### src/rtl/aib_rx_pkg.sv
// Shared types and default constants for the AIB receive word aligner.
package aib_rx_pkg;

    typedef enum logic [1:0] {
        ST_IDLE,
        ST_SEARCH,
        ST_VERIFY,
        ST_LOCKED
    } align_state_e;

    localparam logic [7:0] DEFAULT_SYNC_WORD  = 8'hB8;
    localparam int         DEFAULT_VERIFY_CNT = 3;

endpackage

### src/rtl/aib_rx_sync_fifo.sv
// Single-clock output FIFO with extra-bit pointers, flush and a sticky overflow flag.
// Depth must be a power of two and at least 2.
module aib_rx_sync_fifo #(
    parameter int Width = 8,
    parameter int Depth = 4
) (
    input  logic             i_clk,
    input  logic             i_rst_n,
    input  logic             i_flush,
    input  logic             i_wr_en,
    input  logic [Width-1:0] i_wr_data,
    input  logic             i_ready,
    output logic [Width-1:0] o_rd_data,
    output logic             o_valid,
    output logic             o_overflow
);

    localparam int AddrW = (Depth > 1) ? $clog2(Depth) : 1;

    logic [Width-1:0] mem_q [Depth];
    logic [AddrW:0]   wr_ptr_q, wr_ptr_d;
    logic [AddrW:0]   rd_ptr_q, rd_ptr_d;
    logic             overflow_q, overflow_d;
    logic             empty;
    logic             full;
    logic             pop;
    logic             push;

    assign empty = (wr_ptr_q == rd_ptr_q);
    assign full  = (wr_ptr_q[AddrW] != rd_ptr_q[AddrW]) &&
                   (wr_ptr_q[AddrW-1:0] == rd_ptr_q[AddrW-1:0]);
    assign pop   = !empty && i_ready;
    // A pop frees the slot at the head, so a full FIFO still takes a same-cycle write.
    assign push  = i_wr_en && (!full || pop);

    always_comb begin
        wr_ptr_d   = wr_ptr_q + (AddrW + 1)'(push);
        rd_ptr_d   = rd_ptr_q + (AddrW + 1)'(pop);
        overflow_d = overflow_q || (i_wr_en && full && !pop);
        if (i_flush) begin
            wr_ptr_d   = '0;
            rd_ptr_d   = '0;
            overflow_d = 1'b0;
        end
    end

    always_ff @(posedge i_clk) begin
        if (!i_rst_n) begin
            wr_ptr_q   <= '0;
            rd_ptr_q   <= '0;
            overflow_q <= 1'b0;
        end else begin
            wr_ptr_q   <= wr_ptr_d;
            rd_ptr_q   <= rd_ptr_d;
            overflow_q <= overflow_d;
        end
    end

    always_ff @(posedge i_clk) begin
        if (push && !i_flush) begin
            mem_q[wr_ptr_q[AddrW-1:0]] <= i_wr_data;
        end
    end

    assign o_valid    = !empty;
    assign o_rd_data  = empty ? '0 : mem_q[rd_ptr_q[AddrW-1:0]];
    assign o_overflow = overflow_q;

endmodule

### src/rtl/aib_rx_word_aligner.sv
// Per-lane DDR deserialiser that finds the word boundary from a training pattern on
// lane 0, then pushes one multi-lane entry per word into the output FIFO.
module aib_rx_word_aligner
    import aib_rx_pkg::*;
#(
    parameter int                  NumIo     = 4,
    parameter int                  WordBits  = 8,
    parameter logic [WordBits-1:0] SyncWord  = WordBits'(DEFAULT_SYNC_WORD),
    parameter int                  VerifyCnt = DEFAULT_VERIFY_CNT,
    parameter int                  FifoDepth = 4
) (
    input  logic                               i_clk,
    input  logic                               i_rst_n,
    input  logic                               c_align_en,
    input  logic                               c_realign,
    input  logic [NumIo-1:0]                   i_rx_data0,
    input  logic [NumIo-1:0]                   i_rx_data1,
    output logic [NumIo-1:0][WordBits-1:0]     o_word,
    output logic                               o_valid,
    input  logic                               i_ready,
    output logic                               o_locked,
    output logic                               o_overflow
);

    localparam int HalfWord = WordBits / 2;
    localparam int PhW      = (HalfWord > 1) ? $clog2(HalfWord) : 1;
    localparam int CntW     = (VerifyCnt > 1) ? $clog2(VerifyCnt + 1) : 1;
    localparam int FifoW    = NumIo * WordBits;

    align_state_e                  state_q, state_d;
    logic [NumIo-1:0][WordBits:0]  hist_q, hist_d;
    logic                          offset_q, offset_d;
    logic [PhW-1:0]                phase_q, phase_d;
    logic [CntW-1:0]               match_q, match_d;
    logic [CntW-1:0]               match_inc;
    logic [NumIo-1:0][WordBits-1:0] lane_word;
    logic                          match_off0;
    logic                          match_off1;
    logic                          lane0_match;
    logic                          boundary;
    logic                          wr_en;
    logic                          flush;
    logic [FifoW-1:0]              fifo_wr_data;
    logic [FifoW-1:0]              fifo_rd_data;

    // History keeps one spare older bit so the word can be taken at either bit offset.
    always_comb begin
        hist_d    = hist_q;
        lane_word = '0;
        for (int i = 0; i < NumIo; i++) begin
            hist_d[i]    = {hist_q[i][WordBits-2:0], i_rx_data0[i], i_rx_data1[i]};
            lane_word[i] = offset_q ? hist_q[i][WordBits:1] : hist_q[i][WordBits-1:0];
        end
    end

    assign match_off0  = (hist_q[0][WordBits-1:0] == SyncWord);
    assign match_off1  = (hist_q[0][WordBits:1] == SyncWord);
    assign lane0_match = (lane_word[0] == SyncWord);
    assign boundary    = (phase_q == PhW'(HalfWord - 1));
    assign match_inc   = match_q + CntW'(1);
    assign flush       = c_realign && (state_q != ST_IDLE);

    always_comb begin
        state_d  = state_q;
        offset_d = offset_q;
        match_d  = match_q;
        phase_d  = boundary ? '0 : phase_q + PhW'(1);
        wr_en    = 1'b0;
        if (!c_align_en) begin
            state_d = ST_IDLE;
        end else if (flush) begin
            state_d = ST_SEARCH;
        end else begin
            case (state_q)
                ST_IDLE: begin
                    state_d = ST_SEARCH;
                end
                ST_SEARCH: begin
                    if (match_off0 || match_off1) begin
                        offset_d = !match_off0;
                        phase_d  = '0;
                        match_d  = CntW'(1);
                        state_d  = (VerifyCnt <= 1) ? ST_LOCKED : ST_VERIFY;
                    end
                end
                ST_VERIFY: begin
                    if (boundary) begin
                        if (lane0_match) begin
                            match_d = match_inc;
                            if (match_inc == CntW'(VerifyCnt)) begin
                                state_d = ST_LOCKED;
                            end
                        end else begin
                            state_d = ST_SEARCH;
                        end
                    end
                end
                ST_LOCKED: begin
                    wr_en = boundary;
                end
                default: begin
                    state_d = ST_IDLE;
                end
            endcase
        end
    end

    always_ff @(posedge i_clk) begin
        if (!i_rst_n) begin
            state_q  <= ST_IDLE;
            hist_q   <= '0;
            offset_q <= 1'b0;
            phase_q  <= '0;
            match_q  <= '0;
        end else begin
            state_q  <= state_d;
            hist_q   <= hist_d;
            offset_q <= offset_d;
            phase_q  <= phase_d;
            match_q  <= match_d;
        end
    end

    assign fifo_wr_data = lane_word;

    aib_rx_sync_fifo #(
        .Width (FifoW),
        .Depth (FifoDepth)
    ) u_fifo (
        .i_clk      (i_clk),
        .i_rst_n    (i_rst_n),
        .i_flush    (flush),
        .i_wr_en    (wr_en),
        .i_wr_data  (fifo_wr_data),
        .i_ready    (i_ready),
        .o_rd_data  (fifo_rd_data),
        .o_valid    (o_valid),
        .o_overflow (o_overflow)
    );

    assign o_word   = fifo_rd_data;
    assign o_locked = (state_q == ST_LOCKED);

endmodule

### config.mk
export PLATFORM = sky130hd
export DESIGN_NAME = aib_rx_word_aligner
export DESIGN_NICKNAME = d
export VERILOG_FILES = /design/src/rtl/aib_rx_pkg.sv /design/src/rtl/aib_rx_sync_fifo.sv /design/src/rtl/aib_rx_word_aligner.sv
export SDC_FILE = /design/constraint.sdc
export NUM_CORES = 1
export LEC_CHECK = 0
export ABC_AREA = 1
export BUFFER_PORTS_ARGS = -buffer_cell sky130_fd_sc_hd__buf_2
export CAP_MARGIN = 20
export CORE_ASPECT_RATIO = 0.8
export CORE_MARGIN = 2
export CORE_UTILIZATION = 65
export CTS_CLUSTER_DIAMETER = 100
export DETAILED_ROUTE_END_ITERATION = 6
export PLACE_DENSITY = 0.85
export SYNTH_ARGS = -nofsm -noshare
export SYNTH_HDL_FRONTEND = slang
export SYNTH_HIERARCHICAL = 1
export SYNTH_SLANG_ARGS = --single-unit
### constraint.sdc
create_clock -name i_clk -period 6.7 [get_ports i_clk]
set_clock_uncertainty 0.15 [all_clocks]
set_input_delay 0.67 -clock i_clk [delete_from_list [all_inputs] [get_ports i_clk]]
set_output_delay 0.67 -clock i_clk [all_outputs]
set_load 0.01 [all_outputs]
; Word-level counts from Yosys, hierarchy flattened
; Memories as Yosys holds them, arrays and structs flattened. A register that Yosys moved wholly into a read port is not among the register bits.
; Index checks and enable logic that the tools add are counted.
[totals]
mem_count = 1
mem_bits_rw = 128
word_cells = 91
input_bits = 13
out_inout_bits = 35
register_bits = 50
[memory_table]
columns = name, words, word_bits, rd, rd_clocked_by_memory_dff, write_ports, line_no
row1 = u_fifo.mem_q, 4, 32, 1, 1, 1, aib_rx_sync_fifo.sv:20  ; logic [Width-1:0] mem_q [Depth];
[classes]
reduce_logical = 27
n_bitwise = 3
n_addsub = 4
eq_ne = 18
mux = 26
[ops]
columns = op, count
row1 = $mux W32, 1
row2 = $mux W8, 4
row3 = $mux W2, 13
row4 = $eq A8 B8 Y1 const B, 3
row5 = $reduce_and A4 Y1, 3
row6 = $eq A2 B2 Y1 const B, 4
row7 = $logic_and A1 B1 Y1, 7
row8 = $add A3 B1 Y3, 2
row9 = $mux W1, 6
row10 = $ne A2 B2 Y1 const B, 3
row11 = $ne A3 B2 Y1 const B, 2
row12 = $pmux W2 S3, 1
row13 = $reduce_and A6 Y1, 1
row14 = $logic_not A1 Y1, 5
row15 = $add A2 B1 Y2 const B, 2
row16 = $ne A4 B3 Y1 const B, 1
row17 = $pmux W2 S2, 1
row18 = $reduce_bool A2 Y1, 2
row19 = $reduce_bool A4 Y1, 1
row20 = $eq A3 B3 Y1, 1
row21 = $logic_or A1 B1 Y1, 3
row22 = $ne A3 B3 Y1 const B, 1
row23 = $not A1 Y1, 3
row24 = $reduce_bool A3 Y1, 1
row25 = 7 further kinds, 7

; Depth between registers and ports, before layout
; Gate-level depths: netlist of the first run.
[depth]
ltp_word = 8
mapped_depth = 13
depth_no_buf = 11

; By module
; Netlist of the first run, hierarchy kept.
[by_module_without_submodules]
columns = module, seq_area_each_um2, instances, area_per_inst_um2, cells_per_inst
row1 = aib_rx_sync_fifo, 3983.8, 1, 5435.2, 434
row2 = aib_rx_word_aligner, 860.8, 1, 2112.0, 316

; Worst setup path before layout of the first run
; OpenSTA, ideal clock, no wires.
[synth_timing]
path_type = input to register
start = input port c_realign
end = memory u_fifo/mem_q[0][0] (netlist name) (enable)
stages = 7
setup_time_ns = 0.421
slack_ns = 3.472
arrival_time_ns = 2.657
path_buffers = 0
required_time_ns = 6.129
cell_sequence = inv_1 -> nor2_1 -> inv_1 -> nand2_1 -> nor3_1 -> nand3_1 -> nor2_1
[synth_between]
elab_chain_len = 7
elab_cells_between_ends = 8
classes_between = mux (4) / reduce/logical (4)
[synth_lines]
columns = element, line_no
row1 = from (decl), aib_rx_word_aligner.sv:15  ; input logic c_realign,
row2 = $logic_and A1 B1 Y1, aib_rx_word_aligner.sv:61  ; assign flush = c_realign && (state_q != ST_IDLE);
row3 = named net flush, aib_rx_word_aligner.sv:42  ; logic flush;
row4 = $mux W1, aib_rx_word_aligner.sv:71  ; end else if (flush) begin
row5 = $mux W1, aib_rx_word_aligner.sv:69  ; if (!c_align_en) begin
row6 = named net wr_en, aib_rx_word_aligner.sv:41  ; logic wr_en;
row7 = $logic_and A1 B1 Y1, aib_rx_sync_fifo.sv:34  ; assign push = i_wr_en && (!full || pop);
row8 = $logic_and A1 B1 Y1, aib_rx_sync_fifo.sv:60  ; if (push && !i_flush) begin
row9 = $mux W1, aib_rx_sync_fifo.sv:60
row10 = $mux W1 (implied by the code), aib_rx_sync_fifo.sv:61  ; mem_q[wr_ptr_q[AddrW-1:0]] <= i_wr_data;
row11 = to (decl), aib_rx_sync_fifo.sv:20
; The timed path passes the listed nets, and every way through them passes these cells.

==> results_dict.tcl, run 1 <==
set metrics [dict create \
    sequentialPowerShare 0.516 \
    grt_use_total 0.261 \
    switching_share 0.191 \
    critical_path.max_stage_delay_ps 380 \
    status "completed" \
    worstHoldStart "i_rx_data1[2]" \
    r2r_start "u_fifo/rd_ptr_q[1]$_SDFF_PP0_" \
    holdWs_ps 270 \
    synth_area_leaders "edfxtp_1, dfxtp_1, nand2_1" \
    ctsResizeCount 0 \
    cts_max_level 4 \
    comb_power_share 0.027 \
    synth_area_mm2 0.00755 \
    portBuffers 47 \
    slew-limit-headroom 0.456 \
    synth.yosys.warnings 6 \
    nets 812 \
    post_cts_buffers 0 \
    wirelength_mm 15.8 \
    dpl_worst_slack_ps 3770 \
    ys_ff_latch 178 \
    final_max_slew_viol_count 0 \
    initial_core_util 0.660 \
    drtIter0Drc 522 \
    die_x_um 124 \
    power_density_mw_per_mm2 274 \
    avgSynthCellArea_um2 10.1 \
    r2r_slack_ps 3950 \
    synth_edf_count 128 \
    num_rows 35 \
    io_pins 48 \
    grt_max_degree 67 \
    endpoint_kind "primary output" \
    startpoint "u_fifo/rd_ptr_q[1]$_SDFF_PP0_" \
    antenna_found_initial 0 \
    hold_viol_final 0 \
    fin_setup_tns_ps 0 \
    wire_per_inst_um 16.6 \
    cts_num_sinks 178 \
    synth_seq_area_share 0.642 \
    fmax_mhz 297 \
    cts_tree "yes" \
    p_int_mw 1.87 \
    hpwl_mm 8.90 \
    clkSlewWorstSetupHoldPaths_ps 60 \
    synth.distinct_cells 30 \
    crit_chain "buf_4 -> inv_2 -> nand2_2 -> nand2_2 -> nor2_4 -> nand2_4 -> nand2_1 -> inv_1 -> buf_2" \
    required_ps 5880 \
    grt_pass1_vias 5211 \
    ir_drop_mv 0.323 \
    grt_pass1_wl_mm 25.1 \
    die_h_um 100 \
    cp_max_fo 35 \
    dominantRegCellSynth "edfxtp_1" \
    numCtsBuffers 17 \
    clockPowerShare 0.457 \
    finalCritPeriodShare 0.502 \
    cp.arrival_ps 2550 \
    hold_path.class "in2reg" \
    syn_inst 750 \
    max-cap-violations 0 \
    vias 5253 \
    rsz0062_at_grt "false" \
    firstDrtPassIters 5 \
    synth_top_area_frac 0.509 \
    tightest_slew_ps 816 \
    ant_nets 0 \
    gp_congestion 0.821 \
    ctsHoldBuffers 0 \
    syn_nets 773 \
    cp_slowest_cell "inv_2" \
    synthArstFlopShare 0 \
    worstSetupPathType "reg2out" \
    finalCriticalPeriod_ps 3370 \
    core_mm2 0.0114 \
    cts_buffer_depth 2 \
    leakagePower_nw 3.80 \
    synth.cells.most_frequent "nand2_1, edfxtp_1, inv_1" \
    fin_ws_ps 3330 \
    yosysMostFrequentCell "nand2_1" \
    clk_latency_ps 420 \
    post-synth-top-area-cell "edfxtp_1" \
    grt-ovfl-total 0 \
    die-area_mm2 0.0125 \
    viasPerCell 5.53 \
    cts_root_buffer "clkbuf_16" \
    drc 0 \
    drive_gt1_frac 0.153 \
    critPathLaunchType "flop" \
    synthToLayoutAreaGrowth_pct 11.7 \
    setup_violations 0 \
    net-switching-power_mw 0.442 \
    antenna_cells 0 \
    cp_common_cell "nand2_2" \
]
## registers in the layout (all words and copies together) (netlist names)
register / flops
hist_d: 28
hist_q: 8
match_q: 2
offset_q: 1
phase_q: 2
state_q: 2
u_fifo/mem_q: 128
u_fifo/o_overflow: 1
u_fifo/rd_ptr_q: 3
u_fifo/wr_ptr_q: 3
## stage by stage
step / cells / area, µm² / utilization / power, mW
finish: 950 / 8430 / 0.737 / 2.31
global route: 950 / 8430 / 0.737 / 2.37
CTS: 949 / 8410 / 0.736 / 2.32
detailed placement: 917 / 7770 / 0.680 / 1.27
global placement: 917 / 7770 / 0.680 / 1.27
floorplan: 750 / 7550 / - / 1.26
## power groups by stage
stage / registers, mW / clock network, mW / logic [mW]
2_1_floorplan: 1.21 / 0 / 0.0427
3_3_place_gp: 1.21 / 0 / 0.0534
3_5_place_dp: 1.22 / 0 / 0.0590
4_1_cts: 1.19 / 1.07 / 0.0608
5_1_grt: 1.19 / 1.11 / 0.0697
6_report: 1.19 / 1.06 / 0.0616
## final cells by class
type | count | area, µm²
Inverter | 110 | 418
Multi-Input combinational cell | 427 | 2030
Fill cell | 762 | 3000
Timing Repair Buffer | 55 | 308
Clock inverter | 9 | 151
Tap cell | 148 | 185
Clock buffer | 23 | 489
Sequential cell | 178 | 4850
## kinds of logic (layout without fill, tap and decap cells)
| family | count (synthesis) | in the layout | synth area share |
|---|---|---|---|
| XOR/XNOR | 2 | 2 | 0.00232 |
| buffers and inverters | 145 | 197 | 0.0902 |
| adder cells (fa/ha/maj) | 10 | 10 | 0.0166 |
| AO/OA/AOI/OAI | 115 | 115 | 0.0829 |
| flip-flops | 178 | 178 | 0.642 |
| AND/OR/NAND/NOR | 300 | 300 | 0.166 |
## routing by layer
metal  wire (µm)  global-route usage  up-vias
li1            -                   -     2523
met4         212               0.110        0
met1        6420               0.319     2484
met3        1010              0.0677       26
met2        8130               0.446      220
met5           0                   0        -
## cells in the final DEF (no fill, tap or decap), types with 2 or more instances in the layout
cell,instances
a21oi_1,6
buf_2,47
buf_4,7
bufinv_16,4
clkbuf_1,3
clkbuf_16,18
clkbuf_8,2
clkinv_2,3
dfxtp_1,49
edfxtp_1,128
ha_1,10
inv_1,103
inv_2,5
inv_6,2
nand2_1,170
nand2_2,15
nand2_4,4
nand3_1,8
nand4_1,3
nor2_1,87
nor2_2,5
nor2_4,3
nor3_1,2
o21ai_0,44
o21ai_1,30
o21ai_2,2
o22ai_1,32
xnor2_1,2
## final timing paths
kind,end,depth (start not counted)
max reg2reg,u_fifo/mem_q[2][2]$_DFFE_PP_,9
min,hist_d[20]$_SDFF_PN0_,3
max,o_word[0],9
min reg2reg,hist_d[31]$_SDFF_PN0_,2
## worst max-delay path, delay by kind of cell (launching register included)
family	cells	cell delay, ps
buffers and inverters	4	920
AND/OR/NAND/NOR	5	860
flip-flops	1	310
No activity file was read; power rests on OpenSTA's default activity.
==> run 2: changes to the inputs <==
--- a/config.mk
+++ b/config.mk
@@ -10,10 +10,10 @@
 export CAP_MARGIN = 20
 export CORE_ASPECT_RATIO = 0.8
 export CORE_MARGIN = 2
-export CORE_UTILIZATION = 65
+export CORE_UTILIZATION = 54
 export CTS_CLUSTER_DIAMETER = 100
 export DETAILED_ROUTE_END_ITERATION = 6
-export PLACE_DENSITY = 0.85
+export PLACE_DENSITY = 0.75
 export SYNTH_ARGS = -nofsm -noshare
 export SYNTH_HDL_FRONTEND = slang
 export SYNTH_HIERARCHICAL = 1
==> constraint.sdc (replaced) <==
create_clock -name i_clk -period 2.8 [get_ports i_clk]
set_clock_uncertainty 0.15 [all_clocks]
set_input_delay 0.28 -clock i_clk [delete_from_list [all_inputs] [get_ports i_clk]]
set_output_delay 0.28 -clock i_clk [all_outputs]
set_load 0.01 [all_outputs]
==> results_dict.tcl, run 2 (synthesized netlist as in run 1, its figures left out) <==
set metrics [dict create \
    cts_max_level 4 \
    ctsHoldBuffers 8 \
    portBuffers 47 \
    critical_path.max_stage_delay_ps 490 \
    use_met1 0.284 \
    num_rows 38 \
    max-cap-violations 0 \
    gp_congestion 0.872 \
    fin_ws_ps 224 \
    dpl_worst_slack_ps 367 \
    postLayoutCellArea_mm2 0.00855 \
    setup_violations 0 \
    viasPerCell 5.13 \
    wire_per_inst_um 14.8 \
    hold_viol_final 0 \
    post_dp_cell_area_mm2 0.00791 \
    clkSlewWorstSetupHoldPaths_ps 60 \
    slew-limit-headroom 0.474 \
    fmax_mhz 388 \
    critPathLaunchType "flop" \
    finalCriticalPeriod_ps 2580 \
    grt-ovfl-total 0 \
    ctsResizeCount 0 \
    clk_latency_ps 430 \
    power_density_mw_per_mm2 614 \
    holdWs_ps 65.9 \
    grt_pass1_vias 4924 \
    firstDrtPassIters 7 \
    grt-busiest-layer "met2" \
    nets 827 \
    cts_tree "yes" \
    rsz0062_at_grt "false" \
    numCtsBuffers 17 \
    cp_slowest_cell "buf_4" \
    cts_root_buffer "clkbuf_16" \
    cts_num_sinks 178 \
    hold_path.class "in2reg" \
    cp_max_fo 54 \
    crit_chain "buf_4 -> o21ai_0 -> o22ai_1 -> nand2_1 -> inv_1 -> buf_2" \
    endpoint_kind "primary output" \
    post_cts_buffers 0 \
    grt_use_total 0.217 \
    ant_nets 0 \
    largest_reg_flops 128 \
    fill_cells 1090 \
    layout_common_cells "nand2_1, edfxtp_1, inv_1" \
    tightest_slew_ps 789 \
    drtIter0Drc 476 \
    final_common_cell "nand2_1" \
    final_max_slew_viol_count 0 \
    use_met2 0.358 \
    vias 5119 \
    synthToLayoutAreaGrowth_pct 13.2 \
    leakagePower_nw 3.84 \
    ir_drop_mv 0.439 \
    drc 0 \
    worstSetupPathType "reg2out" \
    grtUsageMet3 0.0521 \
    grt_max_degree 65 \
    initial_core_util 0.555 \
    die-area_mm2 0.0149 \
    antenna_cells 0 \
    finalCritPeriodShare 0.920 \
    required_ps 2370 \
    crit_family "buffers and inverters" \
    cp.arrival_ps 2150 \
    die_x_um 136 \
    status "completed" \
    die_h_um 110 \
    core_mm2 0.0136 \
    power.total_mw 5.25 \
    wirelength_mm 14.8 \
    grt_pass1_wl_mm 24.3 \
    io_pins 48 \
    hpwl_mm 9.31 \
    path_buf_inv 3 \
    drive_gt1_frac 0.155 \
    antenna_found_initial 0 \
    cts_buffer_depth 2 \
]
-- run 2: worst reg2reg max path: cells and delay by family (launching register included) --
kind,cells,cell delay (ps)
adder cells (fa/ha/maj),1,170
buffers and inverters,3,540
AND/OR/NAND/NOR,5,910
flip-flops,1,360
-- run 2: power breakdown --
| group | internal, mW | leakage (nW) | total, mW | switching (mW) |
|---|---|---|---|---|
| Sequential | 2.83 | 1.57 | 2.85 | 0.0198 |
| Combinational | 0.0521 | 1.99 | 0.148 | 0.0958 |
| Clock | 1.32 | 0.278 | 2.25 | 0.931 |
-- run 2: per-layer routing --
metal	wire length (µm)	vias up
met5	0	-
met4	159	0
met3	643	16
met2	7130	108
met1	6840	2449
li1	-	2546
-- run 2: worst paths after layout --
check | from | cells past startpoint | to | slack, ps
max | u_fifo/rd_ptr_q[0]$_SDFF_PP0_ | 6 | o_word[23] | 220
min | i_ready | 4 | u_fifo/o_overflow$_SDFF_PP0_ | 70
max reg2reg | state_q[1]$_SDFFE_PP0P_ | 9 | u_fifo/mem_q[2][10]$_DFFE_PP_ | 340
min reg2reg | hist_d[29]$_SDFF_PN0_ | 2 | hist_d[31]$_SDFF_PN0_ | 280
-- run 2: cell type report --
class / count / area, µm² / share of cell area
sequential: 178 / 4850 / 0.567
multi-input combinational: 427 / 2030 / 0.238
timing repair buffer: 70 / 465 / 0.0545
clock buffer: 19 / 443 / 0.0518
inverter: 110 / 418 / 0.0489
tap: 180 / 225 / 0.0264
clock inverter: 13 / 116 / 0.0136
-- run 2: through the flow --
step                      std cells  utilization  setup TNS, ps
after floorplan                 750            -         -38780
after global placement          957        0.581              0
after detailed placement        957        0.581              0
after CTS                       997        0.628              0
after global routing            997        0.628              0
final                           997        0.628              0
